==> config.mk <==
export PLATFORM = sky130hd
export DESIGN_NAME = uart_rx_os
export DESIGN_NICKNAME = d
export VERILOG_FILES = /design/src/rtl/uart_rx_os.sv
export SDC_FILE = /design/constraint.sdc
export NUM_CORES = 1
export LEC_CHECK = 0
export CELL_PAD_IN_SITES_DETAIL_PLACEMENT = 1
export CELL_PAD_IN_SITES_GLOBAL_PLACEMENT = 2
export CORE_MARGIN = 3
export CORE_UTILIZATION = 42
export DETAILED_ROUTE_END_ITERATION = 12
export GPL_TIMING_DRIVEN = 0
export PLACE_DENSITY = 0.91
export SLEW_MARGIN = 15
export SYNTH_ARGS = -nofsm -noshare
export SYNTH_HDL_FRONTEND = slang
export SYNTH_SLANG_ARGS = --single-unit
==> constraint.sdc <==
create_clock -name i_clk -period 5.1 [get_ports i_clk]
set_clock_uncertainty 0.15 [all_clocks]
set_input_delay 0.765 -clock i_clk [delete_from_list [all_inputs] [get_ports i_clk]]
set_output_delay 0.765 -clock i_clk [all_outputs]
set_load 0.05 [all_outputs]
==> src/rtl/uart_rx_os.sv <==
// UART receiver with oversampled majority-vote bit decisions, optional parity
// and 1/2 stop bits. Emits one-cycle valid with parity/framing flags.
module uart_rx_os #(
  parameter int P_SYSTEM_CLK      = 50_000_000,
  parameter int P_UART_BUADRATE   = 9600,
  parameter int P_UART_DATA_WIDTH = 8,
  parameter int P_UART_STOP_WIDTH = 1,
  parameter int P_UART_CHECK      = 0,
  parameter int P_OVERSAMPLE      = 16
) (
  input  logic                         i_clk,
  input  logic                         i_rst,
  input  logic                         i_uart_rx,
  output logic [P_UART_DATA_WIDTH-1:0] o_user_rx_data,
  output logic                         o_user_rx_valid,
  output logic                         o_user_rx_parity_err,
  output logic                         o_user_rx_frame_err,
  output logic                         o_user_rx_busy
);

  localparam int DIV_RAW = P_SYSTEM_CLK / (P_UART_BUADRATE * P_OVERSAMPLE);
  localparam int DIV     = (DIV_RAW < 1) ? 1 : DIV_RAW;
  localparam int CW      = (DIV > 1) ? $clog2(DIV) : 1;
  localparam int NW      = $clog2(P_OVERSAMPLE);
  localparam int W       = P_UART_DATA_WIDTH;
  localparam int BW      = $clog2(W);

  localparam logic [CW-1:0] CNT_MAX = CW'(DIV - 1);
  localparam logic [NW-1:0] N_LO    = NW'(P_OVERSAMPLE / 2 - 1);
  localparam logic [NW-1:0] N_MID   = NW'(P_OVERSAMPLE / 2);
  localparam logic [NW-1:0] N_DEC   = NW'(P_OVERSAMPLE / 2 + 1);
  localparam logic [NW-1:0] N_END   = NW'(P_OVERSAMPLE - 1);
  localparam logic [BW-1:0] BIT_MAX = BW'(W - 1);
  localparam logic          STOP_MAX = 1'(P_UART_STOP_WIDTH - 1);

  localparam logic [2:0] S_WAIT_IDLE = 3'd0;
  localparam logic [2:0] S_IDLE      = 3'd1;
  localparam logic [2:0] S_START     = 3'd2;
  localparam logic [2:0] S_DATA      = 3'd3;
  localparam logic [2:0] S_PARITY    = 3'd4;
  localparam logic [2:0] S_STOP      = 3'd5;
  localparam logic [2:0] S_DONE      = 3'd6;

  logic [2:0]    state;
  logic          rx_meta, rxs;
  logic [1:0]    settle;
  logic [CW-1:0] cnt;
  logic [NW-1:0] n;
  logic [W-1:0]  shreg;
  logic [BW-1:0] bitcnt;
  logic          stopcnt;
  logic          par_bit, ferr_acc;
  logic          s_lo, s_mid;
  logic          active, tick, at_lo, at_mid, at_dec, at_end, maj;
  logic          par_exp, par_err;

  always_ff @(posedge i_clk or posedge i_rst) begin
    if (i_rst) begin
      rx_meta <= 1'b1;
      rxs     <= 1'b1;
      settle  <= 2'b00;
    end else begin
      rx_meta <= i_uart_rx;
      rxs     <= rx_meta;
      settle  <= {settle[0], 1'b1};
    end
  end

  assign active = (state == S_START) || (state == S_DATA) ||
                  (state == S_PARITY) || (state == S_STOP);
  assign tick   = active && (cnt == CNT_MAX);
  assign at_lo  = tick && (n == N_LO);
  assign at_mid = tick && (n == N_MID);
  assign at_dec = tick && (n == N_DEC);
  assign at_end = tick && (n == N_END);
  assign maj    = (s_lo & s_mid) | (s_lo & rxs) | (s_mid & rxs);

  assign par_exp = (P_UART_CHECK == 1) ? ~(^shreg) : (^shreg);
  assign par_err = (P_UART_CHECK != 0) && (par_bit != par_exp);

  always_ff @(posedge i_clk or posedge i_rst) begin
    if (i_rst) begin
      cnt <= '0;
      n   <= '0;
    end else if (!active) begin
      cnt <= '0;
      n   <= '0;
    end else if (tick) begin
      cnt <= '0;
      n   <= (n == N_END) ? '0 : n + 1'b1;
    end else begin
      cnt <= cnt + 1'b1;
    end
  end

  always_ff @(posedge i_clk or posedge i_rst) begin
    if (i_rst) begin
      state                <= S_WAIT_IDLE;
      shreg                <= '0;
      bitcnt               <= '0;
      stopcnt              <= 1'b0;
      par_bit              <= 1'b0;
      ferr_acc             <= 1'b0;
      s_lo                 <= 1'b0;
      s_mid                <= 1'b0;
      o_user_rx_data       <= '0;
      o_user_rx_parity_err <= 1'b0;
      o_user_rx_frame_err  <= 1'b0;
    end else begin
      if (at_lo)  s_lo  <= rxs;
      if (at_mid) s_mid <= rxs;
      case (state)
        // The synchroniser flops reset high, so a high rxs only counts once
        // the pin has actually propagated through both stages.
        S_WAIT_IDLE: if (rxs && settle[1]) state <= S_IDLE;
        S_IDLE: if (!rxs) begin
          state    <= S_START;
          bitcnt   <= '0;
          stopcnt  <= 1'b0;
          ferr_acc <= 1'b0;
        end
        S_START: begin
          if (at_dec && maj) state <= S_IDLE;
          else if (at_end)   state <= S_DATA;
        end
        S_DATA: begin
          if (at_dec) shreg <= {maj, shreg[W-1:1]};
          if (at_end) begin
            if (bitcnt == BIT_MAX) state <= (P_UART_CHECK != 0) ? S_PARITY : S_STOP;
            else                   bitcnt <= bitcnt + 1'b1;
          end
        end
        S_PARITY: begin
          if (at_dec) par_bit <= maj;
          if (at_end) state <= S_STOP;
        end
        S_STOP: begin
          // Finish at the last stop decision so a following start edge is seen.
          if (at_dec) begin
            if (!maj) ferr_acc <= 1'b1;
            if (stopcnt == STOP_MAX) begin
              state                <= S_DONE;
              o_user_rx_data       <= shreg;
              o_user_rx_frame_err  <= ferr_acc | ~maj;
              o_user_rx_parity_err <= par_err;
            end
          end
          if (at_end) stopcnt <= stopcnt + 1'b1;
        end
        S_DONE:  state <= o_user_rx_frame_err ? S_WAIT_IDLE : S_IDLE;
        default: state <= S_WAIT_IDLE;
      endcase
    end
  end

  assign o_user_rx_valid = (state == S_DONE);
  assign o_user_rx_busy  = (state != S_IDLE);

endmodule

[Word-level counts from Yosys, hierarchy flattened]
Cells that the tools add are included.
Storage, ports and cells
  word-level logic and storage cells: 96
  output and inout port bits: 12
  flip-flop bits (word level): 44
  input port bits: 3
Operators by class
  add/subtract/negate cells: 4
  bitwise operators: 8
  mux-type cells: 26
  equality and inequality tests: 25
  reduce and logical (&&, ||, !) cells: 19
Operator list (count)
  3-bit 2-to-1 mux: 12
  3-bit one-hot mux with 7 select lines: 1
  9-bit 2-to-1 mux: 2
  2-bit != test, second input constant: 9
  3-bit equality test, second input constant: 4
  4-bit equality test, second input constant: 3
  4-bit 2-to-1 mux: 3
  9-bit by 1-bit adder with 9-bit output, second input constant: 1
  9-bit equality test, second input constant: 1
  4-bit AND reduction: 2
  8-bit AND reduction: 1
  1-bit logical AND: 7
  3-bit by 2-bit equality test with 1-bit output, second input constant: 2
  3-bit one-hot mux with 2 select lines: 1
  3-bit AND reduction: 2
  1-bit 2-to-1 mux: 5
  4-bit by 1-bit adder with 4-bit output, second input constant: 1
  4-bit by 3-bit equality test with 1-bit output, second input constant: 1
  2-bit by 1-bit != test with 1-bit output, second input constant: 2
  1-bit one-hot mux with 2 select lines: 2
  2-bit nonzero test: 2
  3-bit by 1-bit adder with 3-bit output, second input constant: 1
  1-bit AND: 3
  3-bit by 1-bit equality test with 1-bit output, second input constant: 1
  8 further kinds: 13

[Logic depth before layout (Yosys ltp)]
Gate-level depths: netlist (run 1).
  depth in word-level cells: 9
  depth in mapped cells: 7

[Worst setup path after synthesis (run 1)]
No wires, ideal clock.
  path kind: register to output
  start point: register state[2]
  end point: output o_user_rx_valid
  cell stages (with the launch flop): 4
  required time: 4.185 ns
  path slack: 2.475 ns
  data arrival time: 1.710 ns
  path buffers: 1
  path through: dfrtp_1 -> buf_2 -> inv_1 -> nor3_1
Between the ends
  word-level cells in the longest chain between the ends: 1
RTL lines
  start, declared: RTL line 44  | logic [2:0] state;
  start signal, assigned: RTL line 129  | if (bitcnt == BIT_MAX) state <= (P_UART_CHECK != 0) ? S_PARITY : S_STOP;
  start signal, assigned: RTL line 150  | S_DONE: state <= o_user_rx_frame_err ? S_WAIT_IDLE : S_IDLE;
  3-bit equality test: RTL line 156  | assign o_user_rx_valid = (state == S_DONE);
  end, declared: RTL line 15  | output logic o_user_rx_valid,
Every way passes these cells.

[Final worst setup path (run 1)]
Same ends and word-level chain as after synthesis.

==> results of run 1 <==
## worst max-delay path by stage
stage                     slack (ns)  cells past startpoint               to  startpoint
after floorplan                 2.48                      3  o_user_rx_valid    state[2]
after global placement          2.33                      2         state[1]       i_rst
final                           2.14                      4  o_user_rx_valid    state[2]
after detailed placement        2.46                      4  o_user_rx_valid    state[2]
after CTS                       2.12                      4  o_user_rx_valid    state[2]
after global routing            2.04                      4  o_user_rx_valid    state[2]
## stage by stage
step | worst slack, ns | hold slack (ns) | cell area, µm² | util
final | 2.14 | 0.205 | 2530 | 0.519
after global routing | 2.04 | 0.216 | 2530 | 0.519
after CTS | 2.12 | 0.206 | 2530 | 0.519
after detailed placement | 2.46 | 0.186 | 2440 | 0.499
after global placement | 2.33 | 0.184 | 2420 | 0.495
after floorplan | 2.48 | 0.181 | 2200 | -
## flip-flops by register name, indices dropped and copies added (netlist names)
| signal | flops |
|---|---|
| rxs | 1 |
| s_lo | 1 |
| bitcnt | 3 |
| n | 4 |
| o_user_rx_data | 8 |
| o_user_rx_frame_err | 1 |
| state | 3 |
| ferr_acc | 1 |
| s_mid | 1 |
| cnt | 9 |
| stopcnt | 1 |
| settle | 2 |
| shreg | 8 |
| rx_meta | 1 |
## kinds of logic (layout without fill, tap and decap cells)
group,Yosys count,in the layout,synth area share
AO/OA/AOI/OAI,29,29,0.0835
flip-flops,44,44,0.501
buffers and inverters,16,38,0.0329
adder cells (fa/ha/maj),7,7,0.0397
XOR/XNOR,9,9,0.0392
AND/OR/NAND/NOR,60,60,0.175
multiplexers,22,22,0.125
other,2,2,0.00341
## layer usage
layer  GRT usage  wire (µm)  up-vias
met5           0          0        -
met4      0.0664        111        0
met3      0.0367        118       12
met2       0.267       2170       23
met1       0.205       1980      739
li1            -          -      698
## cell type report
class,instances,area [µm²],share of cell area
sequential,44,1100,0.435
clock inverter,2,15.0,0.00592
tap,67,83.8,0.0331
buffer,7,38.8,0.0153
multi-input combinational,129,1030,0.405
clock buffer,6,82.6,0.0326
inverter,9,33.8,0.0133
timing repair buffer,14,150,0.0592
## worst max-delay path, cell delays in order (launching register included)
cell	delay, ns
dfrtp_1	0.40
buf_2	0.24
inv_1	0.13
nor3_1	0.15
clkdlybuf4s50_1	0.82
## report_power, final
| part | leakage (µW) | internal, µW | total, µW | switching, µW |
|---|---|---|---|---|
| Clock | 0.0000434 | 110 | 230 | 120 |
| Sequential | 0.000597 | 371 | 390 | 18.3 |
| Combinational | 0.000520 | 85.5 | 235 | 149 |
## cell usage after synthesis, drive strengths merged
| cell type | n |
|---|---|
| dfrtp | 42 |
| mux2 | 21 |
| nor2 | 15 |
| nand2 | 13 |
| o21ai | 10 |
| inv | 9 |
| ha | 7 |
| xor2 | 7 |
| a21oi | 5 |
| and2 | 5 |
| nand3 | 5 |
| o31ai | 5 |
| buf | 4 |
| and3 | 3 |
| clkbuf | 3 |
| nand4 | 3 |
| a211oi | 2 |
| conb | 2 |
| dfstp | 2 |
| nand3b | 2 |
| nand4bb | 2 |
| nor2b | 2 |
| nor3 | 2 |
| nor3b | 2 |
| nor4 | 2 |
| o22ai | 2 |
| xnor2 | 2 |
| a21o | 1 |
| a311oi | 1 |
| a31oi | 1 |
| and3b | 1 |
| mux2i | 1 |
| nand2b | 1 |
| nand4b | 1 |
| o221ai | 1 |
| o22a | 1 |
| or2 | 1 |
==> flow_summary.json, run 1 <==
{
  "clock-sinks": 44,
  "grt_max_degree": 27,
  "globalplace.congestion": 0.825,
  "fill_cells": 540,
  "drt_iter0_drc": 44,
  "die_w_um": 78.4,
  "postCtsSetupBuffers": 0,
  "drv_slew": 0,
  "hold_depth": 0,
  "finalSetupTns_ns": 0,
  "period_share": 0.581,
  "reg2reg_from": "cnt[0]",
  "synth_cells": 189,
  "synth_area_leaders": "dfrtp_1 48%, mux2_4 5.5%, mux2_1 4.1%, ha_1 4.0%, xor2_1 2.8%",
  "coreArea_mm2": 0.00488,
  "cts-root-buf": "clkbuf_8",
  "r2r_end": "bitcnt[0]",
  "r2r_setup_slack_ns": 2.72,
  "yosysUniqueCellTypes": 47,
  "synth_top_area_cell": "dfrtp_1",
  "cts_inserted_buffers": 5,
  "worstRegToRegCells": 7,
  "drc_errors": 0,
  "start_util": 0.452,
  "syn2layout_area_growth_pct": 15.0,
  "die_y_um": 78.4,
  "io_pins": 15,
  "powerDensity_mw_per_mm2": 337,
  "yosys_register_bits": 44,
  "grt_usage": 0.162,
  "hold_end": "settle[1]",
  "critical_path_required_ns": 4.18,
  "final_common_cell": "dfrtp_1",
  "wl_mm": 4.38,
  "grt_pass1_wl_mm": 7.74,
  "placed_cells": 270,
  "total_power_uw": 854,
  "critPathMaxFanout": 10,
  "hp-start": "settle[0]",
  "grt_overflow_total": 0,
  "status": "completed",
  "yosys_warnings": 0,
  "grt_pass1_vias": 1595,
  "hold_violations": 0,
  "tightest_slew_ns": 0.523,
  "ant_nets": 0,
  "worstSetupPathType": "reg2out",
  "synth_area_per_cell_um2": 11.7,
  "max_freq_mhz": 338,
  "arrival_ns": 2.05,
  "num_vias": 1472,
  "holdCritPathClass": "reg2reg",
  "placementRows": 25,
  "routedWlPerCell_um": 15.8,
  "antenna_cells": 0,
  "seq_area_frac_synth": 0.501,
  "finalSetupViolCount": 0,
  "h-tree-depth": 2,
  "nets": 220,
  "period_minus_slack_ns": 2.96,
  "cts_tree": "built",
  "mostFrequentLayoutCells": "42 x dfrtp_1, 15 x nor2_1, 13 x nand2_1, 13 x clkdlybuf4s50_1",
  "layout.cells.non_filler": 278,
  "synth_top_area_share": 0.477,
  "drt-vias-per-instance": 5.29,
  "startpoint_type": "flip-flop",
  "power.leakage_uw": 0.00116,
  "worstSkewPairLatency_ns": 0.30,
  "antenna_found_initial": 0,
  "drive_above_1_share": 0.180,
  "dr.pass1.iters": 4,
  "synth_area_mm2": 0.00220,
  "ctsResizeCount": 0,
  "maxCapViolations": 0,
  "port-buffer-count": 13,
  "ir_worst_vdd_v": 0.000177,
  "end_kind": "output port",
  "clkTransAtPathRegs_ns": 0.08,
  "post-dp-hpwl_mm": 3.34,
  "clk_path_buf_depth": 2,
  "slew-limit-headroom": 0.650,
  "holdBufCountCts": 0,
  "syn_nets": 199,
  "dieArea_mm2": 0.00615,
  "rsz0062_at_grt": "false"
}
Power figures use the tool's default switching activity.
==> inputs of run 2 (changes only) <==
--- a/config.mk
+++ b/config.mk
@@ -8,10 +8,10 @@
 export CELL_PAD_IN_SITES_DETAIL_PLACEMENT = 1
 export CELL_PAD_IN_SITES_GLOBAL_PLACEMENT = 2
 export CORE_MARGIN = 3
-export CORE_UTILIZATION = 42
+export CORE_UTILIZATION = 36
 export DETAILED_ROUTE_END_ITERATION = 12
 export GPL_TIMING_DRIVEN = 0
-export PLACE_DENSITY = 0.91
+export PLACE_DENSITY = 0.83
 export SLEW_MARGIN = 15
 export SYNTH_ARGS = -nofsm -noshare
 export SYNTH_HDL_FRONTEND = slang
==> constraint.sdc (replaced) <==
create_clock -name i_clk -period 2.67 [get_ports i_clk]
set_clock_uncertainty 0.15 [all_clocks]
set_input_delay 0.4005 -clock i_clk [delete_from_list [all_inputs] [get_ports i_clk]]
set_output_delay 0.4005 -clock i_clk [all_outputs]
set_load 0.05 [all_outputs]
==> flow_summary.json, run 2 (synthesis gave the netlist of run 1 again) <==
{
  "die_y_um": 84.2,
  "holdBufCountCts": 0,
  "ir_worst_vdd_v": 0.000326,
  "holdCritPathClass": "reg2reg",
  "dieArea_mm2": 0.00710,
  "cts_tree": "built",
  "cts-root-buf": "clkbuf_8",
  "coreArea_mm2": 0.00571,
  "antenna_cells": 0,
  "end_kind": "output port",
  "critPathMaxFanout": 10,
  "layout.cells.non_filler": 283,
  "globalplace.congestion": 0.751,
  "antenna_found_initial": 0,
  "grt_overflow_total": 0,
  "drt_iter0_drc": 54,
  "power.leakage_uw": 0.00119,
  "die_w_um": 84.2,
  "postCtsSetupBuffers": 0,
  "grt_pass1_wl_mm": 7.73,
  "whs_ns": 0.214,
  "worstSkewPairLatency_ns": 0.30,
  "worstSetupPathType": "reg2out",
  "rsz0062_at_grt": "false",
  "largest-register": "cnt",
  "startpoint_type": "flip-flop",
  "num_vias": 1452,
  "syn2layout_area_growth_pct": 16.2,
  "mostFrequentLayoutCells": "42 x dfrtp_1, 15 x nor2_1, 13 x nand2_1, 12 x clkdlybuf4s50_1",
  "crit_slowest_cell": "clkdlybuf4s50_1",
  "arrival_ns": 1.98,
  "path_cells": "buf_2, inv_1, nand2_1, clkdlybuf4s50_1",
  "fin_ws_ns": 0.140,
  "period_minus_slack_ns": 2.53,
  "drv_slew": 0,
  "placed_cells": 275,
  "grt_pass1_vias": 1554,
  "cts_inserted_buffers": 5,
  "nets": 220,
  "placementRows": 27,
  "wl_mm": 4.47,
  "drc_errors": 0,
  "status": "completed",
  "grt_usage": 0.138,
  "start_util": 0.386,
  "slew-limit-headroom": 0.663,
  "powerDensity_mw_per_mm2": 676,
  "place_area_mm2": 0.00244,
  "largestRegisters": "cnt (9), o_user_rx_data (8), shreg (8)",
  "max_stage_delay_ns": 0.80,
  "tightest_slew_ns": 0.504,
  "drive_above_1_share": 0.180,
  "drt-vias-per-instance": 5.13,
  "grt_max_degree": 32,
  "maxCapViolations": 0,
  "critical_path_required_ns": 2.12,
  "final_common_cell": "dfrtp_1",
  "clock-sinks": 44,
  "clkTransAtPathRegs_ns": 0.09,
  "ctsResizeCount": 0,
  "finalSetupViolCount": 0,
  "pre_cts_ws_ns": 0.294,
  "finalSetupTns_ns": 0,
  "clk_path_buf_depth": 2,
  "design_area_mm2": 0.00256,
  "routedWlPerCell_um": 15.8,
  "period_share": 0.948,
  "hold_violations": 0,
  "io_pins": 15,
  "port-buffer-count": 13,
  "post-dp-hpwl_mm": 3.21,
  "ant_nets": 0,
  "dr.pass1.iters": 4,
  "fill_cells": 628,
  "largest_register_ffs": 9,
  "h-tree-depth": 2,
  "max_freq_mhz": 395
}
[run 2: per-stage QoR]
stage / power [µW] / util
final: 1730 / 0.449
after global routing: 1850 / 0.449
after CTS: 1750 / 0.448
after detailed placement: 1210 / 0.428
after global placement: 1190 / 0.425
after floorplan: 1090 / -
[run 2: area by class of cell]
| cell class | count | area (µm²) | area share |
|---|---|---|---|
| clock buffer | 5 | 68.8 | 0.0269 |
| buffer | 7 | 38.8 | 0.0151 |
| multi-input combinational | 129 | 1030 | 0.401 |
| timing repair buffer | 14 | 153 | 0.0596 |
| tap | 72 | 90.1 | 0.0352 |
| sequential | 44 | 1100 | 0.431 |
| inverter | 9 | 33.8 | 0.0132 |
| clock inverter | 3 | 46.3 | 0.0181 |
[run 2: worst max-delay path: cells and delay by family (launching register included)]
family	cells	cell delay, ns
simple gates	1	0.10
buf+inv	3	1.19
flops	1	0.39
[run 2: power breakdown]
part | switching (µW) | internal (µW)
Clock | 251 | 282
Combinational | 289 | 163
Sequential | 36.1 | 709
Total | 576 | 1150
[run 2: worst paths after layout]
path                       slack, ns     start  cells past startpoint              to
min in group asynchronous       0.22     i_rst                      2          cnt[1]
setup reg to reg                0.30    cnt[0]                      7        shreg[6]
hold reg to reg                 0.21   rx_meta                      0             rxs
hold / removal                  0.21   rx_meta                      0             rxs
setup / recovery                0.14  state[2]                      4  o_user_rx_busy
max in group asynchronous       1.62     i_rst                      3             rxs
[run 2: routing by layer]
layer / vias up / part of all wire / track usage
li1: 695 / - / -
met1: 729 / 0.50 / 0.184
met2: 20 / 0.46 / 0.216
met3: 8 / 0.024 / 0.0363
met4: 0 / 0.017 / 0.0482
met5: - / 0 / 0
==> inputs of run 3 (changes only) <==
==> config.mk (replaced) <==
export PLATFORM = sky130hd
export DESIGN_NAME = uart_rx_os
export DESIGN_NICKNAME = d
export VERILOG_FILES = /design/src/rtl/uart_rx_os.sv
export SDC_FILE = /design/constraint.sdc
export NUM_CORES = 1
export LEC_CHECK = 0
export CORE_MARGIN = 3
export CORE_UTILIZATION = 49
export DETAILED_ROUTE_END_ITERATION = 12
export GPL_TIMING_DRIVEN = 0
export PLACE_DENSITY = 0.79
export SYNTH_ARGS = -nofsm -noshare
export SYNTH_HDL_FRONTEND = slang
export SYNTH_SLANG_ARGS = --single-unit
==> flow_summary.json, run 3 (synthesis gave the netlist of run 1 again) <==
{
  "dieArea_mm2": 0.00534,
  "hold_violations": 0,
  "cts-root-buf": "clkbuf_8",
  "status": "completed",
  "grt_pass1_vias": 1417,
  "period_minus_slack_ns": 2.51,
  "hold_end": "settle[1]",
  "arrival_ns": 1.96,
  "wl_mm": 3.71,
  "finalSetupViolCount": 0,
  "num_vias": 1462,
  "port-buffer-count": 13,
  "critPathMaxFanout": 10,
  "placementRows": 23,
  "drt_iter0_drc": 113,
  "ant_nets": 0,
  "hp-start": "settle[0]",
  "worstSkewPairLatency_ns": 0.30,
  "drv_slew": 0,
  "largestRegisters": "cnt (9), o_user_rx_data (8), shreg (8)",
  "holdCritPathClass": "reg2reg",
  "r2r_setup_slack_ns": 0.32,
  "largest_register_ffs": 9,
  "hold_depth": 0,
  "period_share": 0.940,
  "globalplace.congestion": 0.826,
  "grt_max_degree": 45,
  "worstSetupPathType": "reg2out",
  "slew-limit-headroom": 0.410,
  "worstRegToRegCells": 7,
  "largest-register": "cnt",
  "h-tree-depth": 2,
  "post-dp-hpwl_mm": 2.61,
  "startpoint_type": "flip-flop",
  "tightest_slew_ns": 0.883,
  "io_pins": 15,
  "finalSetupTns_ns": 0,
  "grt_pass1_wl_mm": 6.47,
  "end_kind": "output port",
  "drive_above_1_share": 0.176,
  "routedWlPerCell_um": 14.3,
  "critical_path_required_ns": 2.12,
  "nets": 219,
  "die_w_um": 73.1,
  "layout.cells.non_filler": 260,
  "ir_worst_vdd_v": 0.000338,
  "start_util": 0.528,
  "postCtsSetupBuffers": 0,
  "holdBufCountCts": 0,
  "placed_cells": 252,
  "clock-sinks": 44,
  "dr.pass1.iters": 4,
  "final_common_cell": "dfrtp_1",
  "power.leakage_uw": 0.00118,
  "drc_errors": 0,
  "grt_overflow_total": 0,
  "clk_path_buf_depth": 2,
  "r2r_end": "shreg[6]",
  "powerDensity_mw_per_mm2": 670,
  "reg2reg_from": "cnt[1]",
  "grt_usage": 0.155,
  "antenna_cells": 0,
  "syn2layout_area_growth_pct": 13.9,
  "rsz0062_at_grt": "false",
  "drt-vias-per-instance": 5.62,
  "cts_inserted_buffers": 5,
  "die_y_um": 73.1,
  "cts_tree": "built",
  "maxCapViolations": 0,
  "coreArea_mm2": 0.00417,
  "antenna_found_initial": 0,
  "clkTransAtPathRegs_ns": 0.09,
  "mostFrequentLayoutCells": "42 x dfrtp_1, 15 x nor2_1, 13 x nand2_1, 12 x clkdlybuf4s50_1",
  "max_freq_mhz": 398,
  "fill_cells": 340
}
run 3: cell types whose count changed in the layout (fill, tap and decap cells not counted), sizes merged:
| cell | delta |
|---|---|
| clkinv | +1 |
| buf | -1 |
| inv | -1 |
run 3: power breakdown:
group          internal [µW]  switching (µW)  total, µW
clock network            277             228        505
logic                    160             272        432
registers                709            35.0        744
total                   1150             535       1680
run 3: metal layers:
metal  GRT usage  vias to the layer above  share of wire
li1            -                      699              -
met1       0.210                      719           0.46
met2       0.246                       40           0.49
met3      0.0372                        4          0.042
met4      0.0451                        0         0.0081
met5           0                        -              0
run 3: worst max-delay path by stage:
stage                   from  cells after the start  slack (ns)              end
finish              state[2]                      4        0.16   o_user_rx_busy
global route        state[2]                      4        0.09   o_user_rx_busy
CTS                 state[2]                      4        0.07  o_user_rx_valid
detailed placement    cnt[0]                      7        0.32         shreg[6]
global placement       i_rst                      2        0.26        bitcnt[0]
floorplan           state[2]                      3        0.41  o_user_rx_valid
run 3: final cells by class:
cell class                      instances  area (µm²)  area share
Buffer                                  7        38.8      0.0155
Clock buffer                            5        68.8      0.0274
Clock inverter                          3        42.5      0.0169
Inverter                                9        33.8      0.0135
Multi-Input combinational cell        129        1030       0.409
Sequential cell                        44        1100       0.440
Tap cell                               50        62.6      0.0249
Timing Repair Buffer                   13         133      0.0528
run 3: critical path, stage by stage (launching register included):
cell             delay, ns
dfrtp_1               0.40
buf_2                 0.24
inv_1                 0.13
nand2_1               0.10
clkdlybuf4s50_1       0.80
run 3: timing repair:
| item | CTS | global route |
|---|---|---|
| endpoints found under the hold margin | 0 | 0 |
| gates resized for setup | 0 | 1 |
| endpoints found under the setup margin | 0 | 1 |
run 3: per-stage QoR:
| stage | hold WS (ns) | setup slack, ns | cell area (µm²) | total power (µW) | util |
|---|---|---|---|---|---|
| final | 0.202 | 0.159 | 2510 | 1680 | 0.601 |
| after global routing | 0.210 | 0.0869 | 2510 | 1780 | 0.601 |
| after CTS | 0.204 | 0.0741 | 2510 | 1700 | 0.601 |
| after detailed placement | 0.185 | 0.317 | 2400 | 1190 | 0.574 |
| after floorplan | 0.181 | 0.410 | 2200 | 1090 | - |
| after global placement | 0.183 | 0.262 | 2400 | 1170 | 0.574 |
